[src/rtl/apb2nmi_if.sv]
// apb2nmi_if: APB completer bus plus NMI master bus of the apb2nmi bridge
//   slave  modport: bridge view (APB inputs, NMI request outputs)
//   master modport: environment view (drives APB and NMI responses)
interface apb2nmi_if;
  logic        psel_i;
  logic        penable_i;
  logic        pwrite_i;
  logic [31:0] paddr_i;
  logic [31:0] pwdata_i;
  logic [3:0]  pstrb_i;
  logic        pready_o;
  logic [31:0] prdata_o;
  logic        pslverr_o;
  logic        mem_valid_o;
  logic        mem_ready_i;
  logic [31:0] mem_addr_o;
  logic [31:0] mem_wdata_o;
  logic [3:0]  mem_wstrb_o;
  logic [31:0] mem_rdata_i;
  modport slave (
    input  psel_i, penable_i, pwrite_i, paddr_i, pwdata_i, pstrb_i, mem_ready_i, mem_rdata_i,
    output pready_o, prdata_o, pslverr_o, mem_valid_o, mem_addr_o, mem_wdata_o, mem_wstrb_o
  );
  modport master (
    output psel_i, penable_i, pwrite_i, paddr_i, pwdata_i, pstrb_i, mem_ready_i, mem_rdata_i,
    input  pready_o, prdata_o, pslverr_o, mem_valid_o, mem_addr_o, mem_wdata_o, mem_wstrb_o
  );
endinterface

[src/rtl/apb2nmi.sv]
// apb2nmi: APB completer forwarding each transfer as one timed-out NMI request
//   clk_i  : clock, rising edge
//   rst_ni : asynchronous active-low reset
//   bus    : apb2nmi_if.slave (APB psel/penable/pwrite/paddr/pwdata/pstrb -> pready/prdata/pslverr,
//            NMI mem_valid/mem_addr/mem_wdata/mem_wstrb -> mem_ready/mem_rdata)
module apb2nmi #(
  parameter int TIMEOUT = 255
) (
  input logic       clk_i,
  input logic       rst_ni,
  apb2nmi_if.slave  bus
);
  localparam int CW = $clog2(TIMEOUT + 2);
  localparam logic [CW-1:0] LAST = CW'(TIMEOUT == 0 ? 0 : TIMEOUT - 1);
  typedef enum logic [1:0] {IDLE, ACCESS, DONE} state_e;
  state_e        state_q, state_d;
  logic [CW-1:0] cnt_q, cnt_d;
  logic          err_q, err_d, valid_q, valid_d, ready_q, ready_d, expire;
  logic [31:0]   prdata_q, prdata_d, addr_q, addr_d, wdata_q, wdata_d;
  logic [3:0]    wstrb_q, wstrb_d;
  assign bus.pready_o    = ready_q;
  assign bus.pslverr_o   = err_q;
  assign bus.prdata_o    = prdata_q;
  assign bus.mem_valid_o = valid_q;
  assign bus.mem_addr_o  = addr_q;
  assign bus.mem_wdata_o = wdata_q;
  assign bus.mem_wstrb_o = wstrb_q;
  always_comb begin
    state_d  = state_q;
    cnt_d    = cnt_q;
    prdata_d = prdata_q;
    addr_d   = addr_q;
    wdata_d  = wdata_q;
    wstrb_d  = wstrb_q;
    err_d    = 1'b0;
    valid_d  = 1'b0;
    ready_d  = 1'b0;
    expire   = (TIMEOUT != 0) && (cnt_q == LAST);
    case (state_q)
      IDLE: if (bus.psel_i) begin
        addr_d  = bus.paddr_i;
        wdata_d = bus.pwdata_i;
        wstrb_d = bus.pwrite_i ? bus.pstrb_i : 4'b0;
        cnt_d   = '0;
        valid_d = 1'b1;
        state_d = ACCESS;
      end
      ACCESS: begin
        valid_d = 1'b1;
        // a response arriving on the expiry cycle still counts as success
        if (bus.mem_ready_i) begin
          prdata_d = (wstrb_q == 4'b0) ? bus.mem_rdata_i : 32'b0;
          valid_d  = 1'b0;
          ready_d  = 1'b1;
          state_d  = DONE;
        end else if (expire) begin
          prdata_d = 32'b0;
          err_d    = 1'b1;
          valid_d  = 1'b0;
          ready_d  = 1'b1;
          state_d  = DONE;
        end else begin
          cnt_d = (&cnt_q) ? cnt_q : cnt_q + 1'b1;
        end
      end
      default: state_d = IDLE;
    endcase
  end
  always_ff @(posedge clk_i or negedge rst_ni) begin
    if (!rst_ni) begin
      state_q  <= IDLE;
      cnt_q    <= '0;
      err_q    <= 1'b0;
      valid_q  <= 1'b0;
      ready_q  <= 1'b0;
      prdata_q <= '0;
      addr_q   <= '0;
      wdata_q  <= '0;
      wstrb_q  <= '0;
    end else begin
      state_q  <= state_d;
      cnt_q    <= cnt_d;
      err_q    <= err_d;
      valid_q  <= valid_d;
      ready_q  <= ready_d;
      prdata_q <= prdata_d;
      addr_q   <= addr_d;
      wdata_q  <= wdata_d;
      wstrb_q  <= wstrb_d;
    end
  end
endmodule

[src/flat_wrapper.sv]
// flat-port wrapper written by rule: the top's interface ports become plain ports
module apb2nmi_flat 
#(
  parameter int TIMEOUT = 255
)
  (clk_i, rst_ni, bus_psel_i, bus_penable_i, bus_pwrite_i, bus_paddr_i, bus_pwdata_i, bus_pstrb_i, bus_mem_ready_i, bus_mem_rdata_i, bus_pready_o, bus_prdata_o, bus_pslverr_o, bus_mem_valid_o, bus_mem_addr_o, bus_mem_wdata_o, bus_mem_wstrb_o);
  apb2nmi_if bus_i ();
  input logic clk_i;
  input logic rst_ni;
  input wire logic [$bits(bus_i.psel_i)-1:0] bus_psel_i;
  input wire logic [$bits(bus_i.penable_i)-1:0] bus_penable_i;
  input wire logic [$bits(bus_i.pwrite_i)-1:0] bus_pwrite_i;
  input wire logic [$bits(bus_i.paddr_i)-1:0] bus_paddr_i;
  input wire logic [$bits(bus_i.pwdata_i)-1:0] bus_pwdata_i;
  input wire logic [$bits(bus_i.pstrb_i)-1:0] bus_pstrb_i;
  input wire logic [$bits(bus_i.mem_ready_i)-1:0] bus_mem_ready_i;
  input wire logic [$bits(bus_i.mem_rdata_i)-1:0] bus_mem_rdata_i;
  output wire logic [$bits(bus_i.pready_o)-1:0] bus_pready_o;
  output wire logic [$bits(bus_i.prdata_o)-1:0] bus_prdata_o;
  output wire logic [$bits(bus_i.pslverr_o)-1:0] bus_pslverr_o;
  output wire logic [$bits(bus_i.mem_valid_o)-1:0] bus_mem_valid_o;
  output wire logic [$bits(bus_i.mem_addr_o)-1:0] bus_mem_addr_o;
  output wire logic [$bits(bus_i.mem_wdata_o)-1:0] bus_mem_wdata_o;
  output wire logic [$bits(bus_i.mem_wstrb_o)-1:0] bus_mem_wstrb_o;
  assign bus_i.psel_i = bus_psel_i;
  assign bus_i.penable_i = bus_penable_i;
  assign bus_i.pwrite_i = bus_pwrite_i;
  assign bus_i.paddr_i = bus_paddr_i;
  assign bus_i.pwdata_i = bus_pwdata_i;
  assign bus_i.pstrb_i = bus_pstrb_i;
  assign bus_i.mem_ready_i = bus_mem_ready_i;
  assign bus_i.mem_rdata_i = bus_mem_rdata_i;
  assign bus_pready_o = bus_i.pready_o;
  assign bus_prdata_o = bus_i.prdata_o;
  assign bus_pslverr_o = bus_i.pslverr_o;
  assign bus_mem_valid_o = bus_i.mem_valid_o;
  assign bus_mem_addr_o = bus_i.mem_addr_o;
  assign bus_mem_wdata_o = bus_i.mem_wdata_o;
  assign bus_mem_wstrb_o = bus_i.mem_wstrb_o;
  apb2nmi #(.TIMEOUT(TIMEOUT)) u_core (.clk_i(clk_i), .rst_ni(rst_ni), .bus(bus_i));
endmodule
[config.mk]
export PLATFORM = sky130hd
export DESIGN_NAME = apb2nmi_flat
export DESIGN_NICKNAME = d
export VERILOG_FILES = /design/src/rtl/apb2nmi_if.sv /design/src/rtl/apb2nmi.sv /design/src/flat_wrapper.sv
export SDC_FILE = /design/constraint.sdc
export NUM_CORES = 1
export LEC_CHECK = 0
export CORE_UTILIZATION = 45
export DETAILED_ROUTE_END_ITERATION = 6
export GPL_TIMING_DRIVEN = 0
export PLACE_DENSITY = 0.86
export SYNTH_ARGS = -nofsm -noshare
export SYNTH_HDL_FRONTEND = slang
export SYNTH_SLANG_ARGS = --single-unit
[constraint.sdc]
create_clock -name clk_i -period 5.2 [get_ports clk_i]
set_input_delay 1.04 -clock clk_i [delete_from_list [all_inputs] [get_ports clk_i]]
set_output_delay 1.04 -clock clk_i [all_outputs]
set_load 0.005 [all_outputs]
==> After elaboration in Yosys (flattened, before gate mapping) <==
Cells that the tools add are included.
{ "op_classes": {"eq_ne": 7, "addsub": 1, "n_mux": 22, "n_reduce_logical": 9} }
{ "op_table": {"columns": ["operator", "count"], "rows": [
  ["2-to-1 mux 32 bit", 3],
  ["2-to-1 mux 9 bit", 4],
  ["case mux 9 bit (2 select lines)", 1],
  ["adder 9 x 1 -> 9 bit (second input constant)", 1],
  ["== test 9 x 8 -> 1 bit (second input constant)", 1],
  ["AND reduction 9 bit", 1],
  ["2-to-1 mux 1 bit", 8],
  ["inequality test 2 bit (second input constant)", 4],
  ["2-to-1 mux 2 bit", 3],
  ["AND reduction 2 bit", 3],
  ["AND reduction 5 bit", 1],
  ["zero test 4 bit", 1],
  ["2-to-1 mux 4 bit", 1],
  ["case mux 2 bit (2 select lines)", 1],
  ["nonzero test 2 bit", 2],
  ["inequality test 3 x 2 -> 1 bit (second input constant)", 1],
  ["== test 2 x 1 -> 1 bit (second input constant)", 1],
  ["zero test 2 bit", 1],
  ["case mux 1 bit (2 select lines)", 1]
]} }
{ "word_totals": {"word_cells": 48, "output_inout_bits": 103, "register_bits": 114} }

==> Longest topological paths before layout <==
{ "logic_depth": {"depth_word": 5, "ltp_mapped": 8, "ltp_nobuf": 7} }

==> Worst setup path before layout <==
No wires, ideal clock.
{ "synth_path": {"kind": "input-to-reg", "start": "input bus_psel_i", "end": "register u_core.cnt_q[4]", "setup_ns": 0.126, "t_required_ns": 5.074, "setup_slack_ns": 3.042, "stages": 5, "path_buffers": 1, "t_arrival_ns": 2.032, "cell_sequence": "or3b_1 > buf_2 > o21ai_2 > o21ai_2 > a221o_1"} }
{ "synth_between": {"elab_chain_cells": 2} }
{ "synth_rtl": {"columns": ["item", "line_no", "source"], "rows": [
  ["from (decl)", "flat_wrapper.sv:10", "input wire logic [$bits(bus_i.psel_i)-1:0] bus_psel_i;"],
  ["inequality test 2 bit (no line)", null, null],
  ["AND reduction 5 bit (no line)", null, null],
  ["to (signal assigned)", "apb2nmi.sv:82", "cnt_q <= cnt_d;"],
  ["to (decl)", "apb2nmi.sv:17", "logic [CW-1:0] cnt_q, cnt_d;"]
]} }
No other way between the ends.
A chain may end at the register's enable or synchronous reset.

==> Worst setup path in the final report <==
{ "layout_path": {"start": "input bus_psel_i", "end": "register u_core.addr_q[10], in the netlist u_core.bus.mem_addr_o[10]"} }
{ "layout_between": {"elab_chain_cells": 1} }
{ "layout_rtl": {"columns": ["item", "line_no", "source"], "rows": [
  ["AND reduction 2 bit (no line)", null, null],
  ["to (signal assigned)", "apb2nmi.sv:87", "addr_q <= addr_d;"],
  ["to (decl)", "apb2nmi.sv:19", "logic [31:0] prdata_q, prdata_d, addr_q, addr_d, wdata_q, wdata_d;"]
]} }
No other way between the ends.

==> flow_summary.toml <==
[yosys]
synth_edf_count = 0
synth_top_area_frac = 0.618
synth.avg_cell_area_um2 = 9.66
synthFlopType = "dfrtp_1"
ys_types = 40
syn_nets = 587
synthCells = 478
synth.top_cells.by_area = "dfrtp_1 (62%), nand2_1 (17%), o21ai_0 (4.7%)"
syn_area_mm2 = 0.00462
synth_top_area_cell = "dfrtp_1"
synth_most_common_cell = "nand2_1"
synth_common_cells = "nand2_1 (205), dfrtp_1 (114), o21ai_0 (43), nand3_1 (29), clkbuf_1 (19)"
synth_warnings = 0
ys_seq_area_frac = 0.618
synthArstFlopShare = 1.00
ys_seq_elements = 114

[routing]
wl_per_cell_um = 15.4
vias = 4316
drt_iter0_drc = 171
viasPerCell = 5.09
drc_errors = 0
drt_wl_total_um = 13100
drtPass1Iterations = 6
antenna_left = 0

[timing]
setup_slack_ns = 2.65
finalSetupViolCount = 0
timing.setup.tns_ns = 0
slew_headroom = 0.436
worstMarginPinSlew_ns = 0.844
timing.fmax_mhz = 393
grt_setup_unrepaired = "false"
hold_viol = 0
finalMaxSlewViolations = 0
fin_skew_ns = 0.00952
min_period_ns = 2.55
whs_ns = 0.473
fin_crit_sh = 0.490

[placement]
dpl.hpwl_um = 9440
port_buffers = 206
placed_area_mm2 = 0.00687
routabilityCongestion = 0.803
place_ws_ns = 2.13
dp.cells = 818

[worst_setup_path]
rr_startpoint = "u_core.cnt_q[2]$_DFFE_PN0P_"
cp_max_fo = 10
critPathRequiredTime_ns = 5.64
cp-startpoint = "bus_psel_i"
cp-end-kind = "register"
arrival_ns = 2.99
startpoint_type = "input pin"
crit_type = "input pin to register"

[clock_tree]
postCtsHoldBufs = 0
cts_root_buffer = "clkbuf_8"
cts_buffer_depth = 2
ctsHtreeMaxLevel = 4
cts_sinks = 114
cts_resized = 0
cts_setup_buffers = 0
clock_latency_ns = 0.50
path_clk_slew_ns = 0.06
cts_buffers = 17
tritoncts = "built"

[finish]
synthToLayoutAreaGrowth_pct = 60.9
fillers = 669
final_area_mm2 = 0.00743
finalNetCount = 813
antennaDiodeCount = 0
finalNonFillerCells = 848
drive_gt1_frac = 0.0727
postLayoutCoreUtil = 0.753

[global_route]
antenna_found_initial = 0
gr-total-overflow = 0
grt_first_pass_wirelength_um = 20400
grt_usage = 0.255
grt_start_max_net_pins = 64
grt_pass1_vias = 4356

[min_path]
hp-start = "u_core.bus.mem_wdata_o[4]$_DFFE_PN0P_"
hold_class = "register to register"

[floorplanning]
rows = 36
io_pins = 209
fp.dieArea_mm2 = 0.0107
core_mm2 = 0.00986
die_x_um = 103
die_y_um = 103
start_util = 0.468

[run_status]
status = "complete, no violations"

[pwr]
cellPowerDensity_mw_per_mm2 = 510
leakagePower_nw = 3.47
total_power_mw = 3.79
peakVddDrop_mv = 0.335

[flow_run]
maxCapViolCount = 0
cells in the final DEF (no fill, tap or decap), drive strengths merged:
cell type      instances
o21ai                 48
o221ai                 1
and3                   2
nor2                   3
clkbuf                40
clkinv                 5
bufinv                 2
nor2b                  2
clkinvlp               3
nand2                205
inv                    3
ha                     3
a211o                  1
and4                   1
a221o                  1
nand3                 29
and4b                  2
buf                   13
or3b                   1
mux2                   1
a31oi                  1
nor4                   1
and2                   1
nand4                  1
dfrtp                114
a2111o                 1
nand2b                 2
a22o                  12
a21oi                  1
nor3                   2
nor3b                  2
o22a                   3
o2bb2ai                1
xnor2                  1
clkdlybuf4s50        205
a21o                   1
routing by layer:
metal,share of wire,wire (um),GRT usage
met1,0.39,5090,0.287
met2,0.51,6660,0.435
met3,0.086,1130,0.102
met4,0.016,210,0.0975
met5,0,0,0
layout make-up:
cell class                 instances  area [um^2]  area share
multi-input combinational        330         1580       0.212
inverter                           3         11.3     0.00152
timing repair buffer             207         2090       0.281
buffer                            31          178      0.0239
sequential                       114         2850       0.384
clock inverter                    10          111      0.0150
clock buffer                      20          445      0.0600
tap                              133          166      0.0224
state kept, by name (all words and copies together), names as in the netlist:
signal,flops
u_core.bus.prdata_o,32
u_core.state_q,2
u_core.bus.mem_valid_o,1
u_core.bus.mem_addr_o,32
u_core.bus.pready_o,1
u_core.bus.pslverr_o,1
u_core.bus.mem_wdata_o,32
u_core.cnt_q,9
u_core.bus.mem_wstrb_o,4
critical path, stage by stage:
cell             delay [ns]
clkdlybuf4s50_1        0.47
nor3b_1                0.70
buf_2                  0.35
buf_2                  0.26
nand2_1                0.10
nand2_1                0.07
power by group:
group          switching [mW]  internal (mW)
Clock                   0.388          0.697
Combinational           0.551          0.769
Sequential              0.183           1.20
Total                    1.12           2.67
kinds of logic after synthesis:
kind of cell	synth area share
and+or+nand+nor	0.230
adders and majority gates	0.00813
buffers and inverters	0.0409
muxes	0.00244
AOI/OAI and AO/OA	0.0992
DFF	0.618
xor gates and xnor gates	0.00190
worst paths after layout:
check / end / slack (ns) / cells after the start
max in group asynchronous: u_core.bus.mem_addr_o[17]$_DFFE_PN0P_ / 3.88 / 2
worst min-delay path: u_core.bus.mem_wdata_o[4]$_DFFE_PN0P_ / 0.47 / 2
worst max-delay path: u_core.bus.mem_addr_o[10]$_DFFE_PN0P_ / 2.65 / 6
worst min register to register: u_core.bus.mem_wdata_o[4]$_DFFE_PN0P_ / 0.47 / 2
worst max register to register: u_core.cnt_q[4]$_DFFE_PN0P_ / 3.23 / 8
min in group asynchronous: u_core.bus.prdata_o[8]$_DFFE_PN0P_ / 0.57 / 1
Power figures use the tool's default switching activity.
